**config.mk**
```make
export PLATFORM = sky130hd
export DESIGN_NAME = board_line_clear_ctrl
export DESIGN_NICKNAME = d
export VERILOG_FILES = /design/src/rtl/board_line_clear_ctrl.sv
export SDC_FILE = /design/constraint.sdc
export NUM_CORES = 1
export LEC_CHECK = 0
export CORE_MARGIN = 4
export CORE_UTILIZATION = 48
export CTS_BUF_LIST = sky130_fd_sc_hd__clkbuf_4 sky130_fd_sc_hd__clkbuf_8
export DETAILED_ROUTE_END_ITERATION = 8
export PLACE_DENSITY = 0.82
export SYNTH_ARGS = -nofsm -noshare
export SYNTH_HDL_FRONTEND = slang
export SYNTH_SLANG_ARGS = --single-unit
```
**constraint.sdc**
```tcl
create_clock -name CLOCK_50 -period 2.3 [get_ports CLOCK_50]
set_clock_uncertainty 0.2 [all_clocks]
set_input_delay 0.46 -clock CLOCK_50 [delete_from_list [all_inputs] [get_ports CLOCK_50]]
set_output_delay 0.46 -clock CLOCK_50 [all_outputs]
set_load 0.05 [all_outputs]
```
**src/rtl/board_line_clear_ctrl.sv**
```systemverilog
// Line-clear sequencer for a COLSxROWS board RAM; owns the RAM port while busy.
// Define LINE_CLEAR_BONUS_EN for the tiered score table instead of score = lines.
module board_line_clear_ctrl #(
  parameter int COLS = 10,
  parameter int ROWS = 20
) (
  input  logic       CLOCK_50,
  input  logic       resetn,
  input  logic       start,
  output logic       busy,
  output logic       done,
  output logic [2:0] lines,
  output logic [3:0] score_add,
  input  logic [3:0] gl_rx,
  input  logic [4:0] gl_ry,
  output logic       gl_rdata,
  input  logic       gl_we,
  input  logic [3:0] gl_wx,
  input  logic [4:0] gl_wy,
  input  logic       gl_wdata,
  output logic [3:0] board_rx,
  output logic [4:0] board_ry,
  input  logic       board_rdata,
  output logic       board_we,
  output logic [3:0] board_wx,
  output logic [4:0] board_wy,
  output logic       board_wdata
);

  typedef enum logic [2:0] {
    S_IDLE,
    S_SCAN,
    S_SHIFT,
    S_TOP,
    S_DONE
  } state_t;

  localparam logic [3:0] C_LAST = 4'(COLS - 1);
  localparam logic [4:0] R_LAST = 5'(ROWS - 1);

  state_t     r_state, w_state_nx;
  logic [3:0] r_c, w_c_nx;
  logic [4:0] r_r, w_r_nx;
  logic [4:0] r_sr, w_sr_nx;
  logic [2:0] r_lines, w_lines_nx;

  always_ff @(posedge CLOCK_50) begin
    if (!resetn) begin
      r_state <= S_IDLE;
      r_c     <= '0;
      r_r     <= R_LAST;
      r_sr    <= '0;
      r_lines <= '0;
    end else begin
      r_state <= w_state_nx;
      r_c     <= w_c_nx;
      r_r     <= w_r_nx;
      r_sr    <= w_sr_nx;
      r_lines <= w_lines_nx;
    end
  end

  always_comb begin
    w_state_nx = r_state;
    w_c_nx     = r_c;
    w_r_nx     = r_r;
    w_sr_nx    = r_sr;
    w_lines_nx = r_lines;
    unique case (r_state)
      S_IDLE: begin
        if (start) begin
          w_state_nx = S_SCAN;
          w_r_nx     = R_LAST;
          w_c_nx     = '0;
          w_lines_nx = '0;
        end
      end
      S_SCAN: begin
        if (!board_rdata) begin
          w_c_nx = '0;
          if (r_r == '0) w_state_nx = S_DONE;
          else           w_r_nx     = r_r - 5'd1;
        end else if (r_c != C_LAST) begin
          w_c_nx = r_c + 4'd1;
        end else begin
          w_lines_nx = (r_lines == 3'd7) ? r_lines : r_lines + 3'd1;
          w_sr_nx    = r_r;
          w_c_nx     = '0;
          w_state_nx = (r_r != '0) ? S_SHIFT : S_TOP;
        end
      end
      S_SHIFT: begin
        if (r_c == C_LAST) begin
          w_c_nx  = '0;
          w_sr_nx = r_sr - 5'd1;
          if (r_sr == 5'd1) w_state_nx = S_TOP;
        end else begin
          w_c_nx = r_c + 4'd1;
        end
      end
      S_TOP: begin
        if (r_c == C_LAST) begin
          w_c_nx     = '0;
          w_state_nx = S_SCAN;
        end else begin
          w_c_nx = r_c + 4'd1;
        end
      end
      S_DONE:  w_state_nx = S_IDLE;
      default: w_state_nx = S_IDLE;
    endcase
  end

  // Game logic sees the RAM only while idle; its writes are dropped otherwise.
  always_comb begin
    board_rx    = '0;
    board_ry    = '0;
    board_we    = 1'b0;
    board_wx    = '0;
    board_wy    = '0;
    board_wdata = 1'b0;
    unique case (r_state)
      S_IDLE: begin
        board_rx    = gl_rx;
        board_ry    = gl_ry;
        board_we    = gl_we;
        board_wx    = gl_wx;
        board_wy    = gl_wy;
        board_wdata = gl_wdata;
      end
      S_SCAN: begin
        board_rx = r_c;
        board_ry = r_r;
      end
      S_SHIFT: begin
        board_rx    = r_c;
        board_ry    = r_sr - 5'd1;
        board_we    = 1'b1;
        board_wx    = r_c;
        board_wy    = r_sr;
        board_wdata = board_rdata;
      end
      S_TOP: begin
        board_we = 1'b1;
        board_wx = r_c;
      end
      default: ;
    endcase
  end

  assign gl_rdata = board_rdata;
  assign busy     = (r_state != S_IDLE);
  assign done     = (r_state == S_DONE);
  assign lines    = r_lines;

`ifdef LINE_CLEAR_BONUS_EN
  always_comb begin
    unique case (r_lines)
      3'd0:    score_add = 4'd0;
      3'd1:    score_add = 4'd1;
      3'd2:    score_add = 4'd3;
      3'd3:    score_add = 4'd5;
      default: score_add = 4'd8;
    endcase
  end
`else
  assign score_add = {1'b0, r_lines};
`endif

endmodule

```
After elaboration in Yosys (flattened, before gate mapping)
Index checks and enable logic that the tools add are counted.
{"block": "word_totals", "reg_bits": 20, "input_bits": 24, "wordCells": 75}
{"block": "op_classes", "n_addsub": 4, "n_eq_ne": 19, "muxes": 33, "n_reduce_logical": 14}
{"op": "$mux W3", "count": 11}
{"op": "$mux W5", "count": 6}
{"op": "$pmux W5 S2", "count": 3}
{"op": "$ne A2 B2 Y1 const B", "count": 9}
{"op": "$mux W4", "count": 4}
{"op": "$pmux W4 S2", "count": 2}
{"op": "$pmux W5 S3", "count": 1}
{"op": "$pmux W3 S4", "count": 1}
{"op": "$pmux W4 S3", "count": 1}
{"op": "$sub A5 B1 Y5 const B", "count": 2}
{"op": "$reduce_and A4 Y1", "count": 2}
{"op": "$eq A3 B2 Y1 const B", "count": 2}
{"op": "$eq A3 B3 Y1 const B", "count": 2}
{"op": "$ne A3 B3 Y1 const B", "count": 2}
{"op": "$pmux W3 S2", "count": 1}
{"op": "$reduce_and A6 Y1", "count": 1}
{"op": "$reduce_bool A3 Y1", "count": 2}
{"op": "$eq A5 B1 Y1 const B", "count": 1}
{"op": "$logic_not A5 Y1", "count": 1}
{"op": "$reduce_and A5 Y1", "count": 1}
{"op": "$reduce_bool A5 Y1", "count": 1}
{"op": "$add A4 B1 Y4 const B", "count": 1}
{"op": "$eq A4 B4 Y1 const B", "count": 1}
{"op": "$ne A4 B4 Y1 const B", "count": 1}
{"op": "other kinds (8)", "count": 11}

Logic depth before layout (Yosys ltp)
Gate-level depths: netlist of run 1.
{"block": "depth", "depth_word": 5, "ltp_mapped": 6, "ltp_nobuf": 6}

Worst setup path after synthesis of run 1
OpenSTA, ideal clock, no wires.
{"block": "synth_timing", "path_kind": "register to output", "startpoint": "register r_state[2]", "endpoint": "output board_wy[0]", "arrival_ps": 2101, "required_ps": 1640, "slack_ps": -461, "stages_incl_launch_ff": 5, "path_buffers": 2, "path_cell_list": "dfxtp_1 buf_6 or3b_1 clkbuf_1 o21ai_0"}
{"block": "synth_between", "elab_chain_len": 2, "elab_cells_between_ends": 3, "cone_classes": "eq/ne: 1; mux: 1; reduce/logical: 1"}
{"item": "start, declared", "line_no": "41", "rtl": "state_t r_state, w_state_nx;"}
{"item": "start signal, assigned", "line_no": "55", "rtl": "r_state <= w_state_nx;"}
{"item": "$eq A3 B2 Y1 / $logic_not A3 Y1 (equally long branches)", "line_no": "122", "rtl": "unique case (r_state)"}
{"item": "$pmux W5 S2 *", "line_no": "122"}
{"item": "end, declared", "line_no": "26", "rtl": "output logic [4:0] board_wy,"}
Mark *: on every way between the ends. The rest lies on a longest branch, timed or not.

Worst setup path in the final report of run 1
{"block": "layout_timing", "startpoint": "register r_sr[0]", "endpoint": "output board_ry[4]"}
{"block": "layout_between", "elab_chain_len": 2}
{"item": "start, declared", "line_no": "44", "rtl": "logic [4:0] r_sr, w_sr_nx;"}
{"item": "start signal, assigned", "line_no": "58", "rtl": "r_sr <= w_sr_nx;"}
{"item": "$sub A5 B1 Y5", "line_no": "137", "rtl": "board_ry = r_sr - 5'd1;"}
{"item": "$pmux W5 S3", "line_no": "122"}
{"item": "end, declared", "line_no": "22", "rtl": "output logic [4:0] board_ry,"}
No other way between the ends.

==> results list, run 1 <==
* Boundary pin count: 54
- Mapped Avg Cell Area: 7.65 sq um
* Fraction of synthesis flops using an asynchronous set or reset pin: 0%
* Clock insertion delay at the later pin of the skew report: 300 ps
- For the pin with the worst max-slew slack, the measured transition is 642 ps.
* Antenna diodes: 0
* Routed Wire Length: 5.06 mm
- OpenSTA, run right after detailed placement, puts the worst setup slack at -12.9 ps.
- Prevailing post-synth register cell: dfxtp_1
- The final count of hold timing violations was 0.
- The top cell type by area accounts for 24.6% of the synthesized area.
* Number of cells after detailed placement: 307
- By startpoint and endpoint, the worst setup path is classified as reg2out.
* Fraction of the yosys area taken by sequential cells: 24.6%
- The total area inside the core boundary comes to 3150 sq um.
- STA classifies the critical path startpoint as a register.
- STA classifies the critical path endpoint as an output pin.
- The initialized floorplan defines 20 standard-cell rows.
* Leakage Power: 1.05 nW
- All-layer global routing usage: 23.5%
* Overall overflow remaining after global route: 0
- Count of mapped cells out of synthesis: 213
- Via count of the first global-routing pass: 1714
- Post-layout total power: 3.13 mW
- Slew Limit Fails: 0
- Number of buffers and inverters on the critical path: 2
* Net Switching: 1.58 mW
- Worst hold-check slack: 292 ps
- In this run the tightest slew margin relative to its limit is 56.6%.
* Min-Delay Path Depth: 2
- The cell sitting at the root of the clock tree is a clkbuf_4.
- The routed design could run at a clock period as short as 2280 ps.
* Ratio of cells with drive above 1 in the final layout: 29.4%
- The flow ran to the end, and the final reports show no timing, DRC or antenna violations.
* Comb pwr share: 80.6%
- Worst Hold Class: reg2reg
- The tool flagged a number of max-cap violations equal to 0.
* Number of stages on the worst setup path: 7
* Syn-to-layout area delta: 56.1%
* Data required time of the critical path: 1640 ps
* Pwr per Cell Area: 1230 nW/um^2
- Ranked by total cell area, the synthesized netlist is headed by dfxtp_1, mux2i_1, nor2_1, ha_1, nand2_1.
* Leading post-synthesis cells by instance count: nor2_1, dfxtp_1, nand2_1
- Entering global routing, the biggest net connects 27 pins.
* Clock-pin slew on the worst setup and hold paths: 120 ps
* Met2 routing resource usage after global routing: 39.5%
- Total of warnings raised by yosys: 0
- For met1 alone, demand over resource in global routing was 29.7%.
* Last weighted congestion value of the routability-driven placer: 0.896
- In this run switching power makes up 50.5% of total power.
- CTS H-Tree Depth: 1
- met2 is the most crowded layer.
* ANT nets after route: 0
- Worst EP arrival: 1620 ps
- The initial antenna violation count is 0.
* Number of buffers added by the clock tree synthesis step: 3
* Via density: 5.82
- Number of port buffers: 52
* DR iter-0 viols: 193
* Worst path setup slack after routing: 16.0 ps
- TritonCTS built the clock tree.
- DP Wirelength: 3.72 mm
* Yosys top cell by area: dfxtp_1
* Horizontal die dimension: 66.3 um
* Total via count in the routed design: 1823
* Final routed DRC violation total: 0
- Most common cell in the netlist: nor2_1
- Final period utilization: 99.3%
- After synthesis the cells add up to 1630 sq um.
* Post-synth EDFFs: 0
- Counting flops and latches in the post-synthesis netlist gives 20.
* Highest fanout seen on the critical path: 4
* Number of endpoints failing setup at the final stage: 0
* Chip height: 66.3 um
- In the final routed layout, each cell accounts on average for 16.2 um.
- Detailed Routing Iterations Pass 1: 4
- Setup repair after global routing could not meet its margin everywhere.
- Worst setup slack for register-to-register paths: 250 ps
- Broken down by cell family, the worst path's largest delay share belongs to flip-flops.
- The initial utilization of the core area, before any placement, comes to 51.7%.
- Total nets after synthesis: 244
- CP peak stage delay: 390 ps
* Met3 usage: 4.08%
- After synthesis, the netlist uses 47 different library cells.
- In this run, the clock network consumes 5.6% of the power.
- The first global-routing pass estimated 8.09 mm of wire.
* Internal Power: 1.55 mW
* Max clock buf depth: 2
* Non-filler instance count after layout: 313
- Sequential cells burn 13.8% of the power.
* Final nets: 302
- Total number of clock tree sinks: 20
* Fmax: 0.438 GHz
* Worst-path cell with the longest stage delay: dfxtp_2
- The signal on the critical path passes through inv_2 -> ha_4 -> nand2b_1 -> nor2_1 -> xnor2_1 -> o22ai_2 -> buf_12.
- Largest vdd supply drop: 1.04 mV
- Measured in cells, the most critical reg-to-reg path has a length of 5.
- Area of the die: 4390 sq um
layout make-up:
| type | instances | area [sq um] |
|---|---|---|
| Multi-Input combinational cell | 164 | 1170 |
| Timing Repair Buffer | 72 | 848 |
| Fill cell | 219 | 608 |
| Sequential cell | 20 | 408 |
| Tap cell | 44 | 55.1 |
| Inverter | 10 | 37.5 |
| Clock buffer | 3 | 22.5 |
stage by stage:
stage | utilization [%] | TNS [ps] | instance area (sq um)
2_1_floorplan | - | -242 | 1680
3_3_place_gp | 77.0 | 0 | 2430
3_5_place_dp | 77.0 | -12.9 | 2430
4_1_cts | 79.4 | -8.04 | 2500
5_1_grt | 80.7 | -20.8 | 2540
6_report | 80.7 | 0 | 2540
layer usage:
layer	vias up	wire, um	part of all wire (%)
met5	-	0	0
met4	0	84	1.7
met3	9	417	8.2
met2	98	2420	48
met1	830	2140	42
li1	886	-	-
cell usage in the layout (no fill, tap or decap), types with 3 or more instances in the layout:
| cell type | Yosys | routed |
|---|---|---|
| nor2_2 | 0 | 10 |
| o221a_2 | 3 | 3 |
| a211oi_1 | 3 | 3 |
| dfxtp_2 | 0 | 3 |
| a21boi_0 | 6 | 6 |
| mux2i_1 | 10 | 10 |
| inv_1 | 10 | 8 |
| clkdlybuf4s50_1 | 0 | 28 |
| nor2_1 | 25 | 15 |
| buf_4 | 6 | 23 |
| dfxtp_1 | 20 | 16 |
| o21ai_0 | 13 | 11 |
| nand3_1 | 3 | 3 |
| a22o_1 | 3 | 3 |
| clkbuf_4 | 0 | 3 |
| ha_1 | 7 | 6 |
| and3_1 | 5 | 5 |
| xnor2_1 | 6 | 6 |
| nand2_1 | 18 | 18 |
| nand3b_1 | 3 | 3 |
| nor4b_1 | 3 | 3 |
| a21oi_2 | 0 | 3 |
| o22a_1 | 6 | 6 |
| nor3_1 | 7 | 5 |
| buf_12 | 0 | 18 |
| o21a_1 | 3 | 3 |
| a21oi_1 | 8 | 5 |
| or4_1 | 3 | 3 |
| o31ai_1 | 3 | 3 |
cells by family (layout without fill, tap and decap cells):
logic type      after synthesis  after routing  synth area share [%]
xor+xnor                      7              7                  3.76
mux                          10             10                  6.14
other cells                   1              1                 0.230
fa+ha+maj                     7              7                  5.37
compound gates               60             60                  25.9
flops                        20             20                  24.6
buf+inv                      29             85                  9.29
simple gates                 79             79                  24.7
what timing repair did:
| item | 4_1_cts | 5_1_grt |
|---|---|---|
| gates cloned | 0 | 0 |
| pin swaps | 2 | 3 |
| hold buffers | 0 | 0 |
| resized for setup | 12 | 11 |
| setup buffers | 2 | 1 |
| setup endpoints to repair | 12 | 16 |
worst min-delay path: stages (launching register included):
cell and delay [ps]:
dfxtp_2 350, nand2_1 50, a21boi_0 60
path summary, 6_finish.rpt:
path	start	end
setup / recovery	r_sr[0]	board_ry[4]
hold / removal	r_sr[1]	r_sr[1]
setup reg to reg	r_r[0]	r_state[0]
hold reg to reg	r_sr[1]	r_sr[1]
power by group through the flow:
| stage | clock network, mW | registers, mW | logic, mW |
|---|---|---|---|
| 5_1_grt | 0.182 | 0.440 | 2.64 |
| 3_3_place_gp | 0 | 0.431 | 2.40 |
| 4_1_cts | 0.173 | 0.433 | 2.48 |
| 3_5_place_dp | 0 | 0.434 | 2.43 |
| 6_report | 0.174 | 0.433 | 2.52 |
| 2_1_floorplan | 0 | 0.434 | 1.44 |
flip-flops by register name (all words and copies together), names as in the netlist:
name,flops
r_state,3
r_c,4
lines,3
r_r,5
r_sr,5
Power figures use the tool's default switching activity.
==> run 2, diff against run 1 <==
Settings changed: CORE_UTILIZATION 48 to 43, PLACE_DENSITY 0.82 to 0.84.
Clock period 2.3 ns to 2 ns, I/O delays scaled along.
==> results list, run 2 (synthesized netlist as in run 1, its figures left out) <==
- Critical-path cell list: or2_2 -> nor2_2 -> buf_6 -> a22o_2 -> buf_8
- Most common library cell in the layout ignoring fill and taps: buf_4
- Worst EP arrival: 1510 ps (-110 ps)
- The maximum number of pins on one net before global-route repair is 26 (-3.7%).
- Chip height: 69.6 um (+5.0%)
- The number of sinks on the clock net was 20 (unchanged).
- CP peak stage delay: 350 ps (-40 ps)
* Detailed Routing Iterations Pass 1: 5 (+1)
- Result of the run: finished, violations left
- Relative to the synthesized area, the layout overhead comes to 85.6%.
- TritonCTS built the clock tree.
* Number of endpoints failing setup at the final stage: 20 (+20)
- The power per cell area was 1440 nW/um^2 (+17%).
- Initial antenna violation count: 0 (unchanged)
- The number of top-level design ports is 54 (unchanged).
* CTS H-Tree Depth: 1 (unchanged)
- Number of buffers and inverters on the critical path: 2 (unchanged)
* Via density: 5.91 (+1.5%)
* Worst path setup slack after routing: -112 ps (-128 ps)
- CP Class: reg2out
* Summed area of non-filler cells in the final layout: 3030 sq um (+19%)
* Overall overflow remaining after global route: 0 (unchanged)
* Fmax: 0.473 GHz
- The number of fillers in the final layout is 200 (-8.7%).
- Area of the die: 4840 sq um (+10%)
- Horizontal die dimension: 69.6 um (+5.0%)
* Routed Wire Length: 6.12 mm (+21%)
* Antenna diodes: 0 (unchanged)
* Post-place instance area: 2600 sq um (+6.9%)
* Clock-pin slew on the worst setup and hold paths: 80 ps (-40 ps)
* Time the final worst path needs with I/O delays and setup: 2110 ps
- Via count of the first global-routing pass: 1832 (+6.9%)
- The worst path uses 106% of the clock period.
- The number of I/O port buffers is 52 (unchanged).
- The required arrival time at the worst endpoint is 1400 ps (-240 ps).
- Worst Hold Class: reg2reg
- The top cell types in the final layout, fill and taps aside, are buf_4, clkdlybuf4s50_1, buf_12.
- Slew Limit Fails: 0 (unchanged)
* Final routed DRC violation total: 0 (unchanged)
- The initial core utilization was 44.5% (-7.2 points).
* DR iter-0 viols: 175 (-9.3%)
- The global placement routability congestion came to 0.850 (-5.1%).
- Clock insertion delay at the later pin of the skew report: 270 ps (-30 ps)
* ANT nets after route: 0 (unchanged)
- The number of buffers created by CTS came to 3 (unchanged).
- Worst hold-check slack: 293 ps (+0.937 ps)
- The area of the placeable core is 3660 sq um (+16%).
- All-layer global routing usage: 22.0% (-1.5 points)
- STA classifies the critical path startpoint as a register.
- Number of maximum-capacitance constraint violations: 0 (unchanged)
- Wire length per cell after detailed routing: 17.8 um (+10%)
- Final nets: 328 (+8.6%)
* DP Wirelength: 3.98 mm (+7.2%)
- The total of hold buffers inserted after clock tree synthesis came to 0 (unchanged).
- Largest vdd supply drop: 1.03 mV (-0.55%)
- The share of final-layout standard cells stronger than drive strength 1 was 47.0% (+18 points).
- The utilization of the core after routing came to 82.7% (+2.0 points).
* CTS Root Cell: clkbuf_8
- Total via count in the routed design: 2034 (+12%)
* RSZ-0062 raised after global routing: yes
* Worst-path cell with the longest stage delay: dfxtp_2
- The maximum root-to-sink buffer count came to 2 (unchanged).
- Final sum of negative setup slack: -1110 ps (-1110 ps)
- The final count of hold timing violations is 0 (unchanged).
* First-pass GRT wire length: 8.77 mm (+8.4%)
- The worst setup path is captured at an output pin.
- In the final layout, the registers with the most flip-flops are r_r x5, r_sr x5, r_c x4.
- Violations in the final reports: setup timing
- Family with the most delay on the worst path: simple AND/OR/NAND/NOR gates
* Leakage Power: 1.27 nW (+21%)
- The row count was 22 (+10%).
* Highest fanout seen on the critical path: 7 (+3)
-- run 2: per-layer routing --
layer / track usage [%] / up-vias / share of wire, %
met4: 7.81 / 0 / 4.1
met2: 38.6 / 97 / 50
met5: 0 / - / 0
li1: - / 929 / -
met3: 3.77 / 19 / 6.5
met1: 26.7 / 989 / 39
-- run 2: power by group --
group	leakage, nW	internal, mW	switching, mW
Clock	0.0357	0.268	0.148
Sequential	0.166	0.453	0.0547
Combinational	1.07	1.58	1.85
-- run 2: worst register-to-register path, stage by stage, from the launching register on --
cell	delay [ps]
dfxtp_4	370
buf_4	140
clkbuf_16	160
a21o_1	170
and3_1	230
or4_1	500
a31oi_1	210
-- run 2: final timing paths --
check                              endpoint  cells past startpoint  startpoint  slack [ps]
worst max-delay path            board_wdata                      5  r_state[2]        -110
worst min-delay path                r_sr[1]                      2     r_sr[1]         290
worst max register to register   r_state[1]                      6  r_state[1]         -80
worst min register to register      r_sr[1]                      2     r_sr[1]         290
-- run 2: cell type report --
class / count / area, sq um / share of cell area [%]
repair buffers: 98 / 1070 / 35.5
multi-input cells: 164 / 1360 / 45.1
clock inverters: 1 / 30.0 / 0.992
clock buffers: 3 / 41.3 / 1.36
flip-flops and latches: 20 / 415 / 13.7
well taps: 48 / 60.1 / 1.98
inverters: 10 / 41.3 / 1.36
-- run 2: through the flow --
stage	worst slack [ps]	power, mW	std cells
6_report	-112	4.35	344
5_1_grt	-169	4.50	344
4_1_cts	-104	3.98	337
3_5_place_dp	-246	3.38	330
3_3_place_gp	-167	3.33	330
2_1_floorplan	-66.7	2.29	213
-- run 2: timing repair --
item / 4_1_cts / 5_1_grt
endpoints found under the setup margin: 21 / 26
setup buffers: 3 / 6
gates resized for setup: 35 / 35
endpoints found under the hold margin: 0 / 0
gates cloned: 0 / 1
pin swaps: 10 / 11
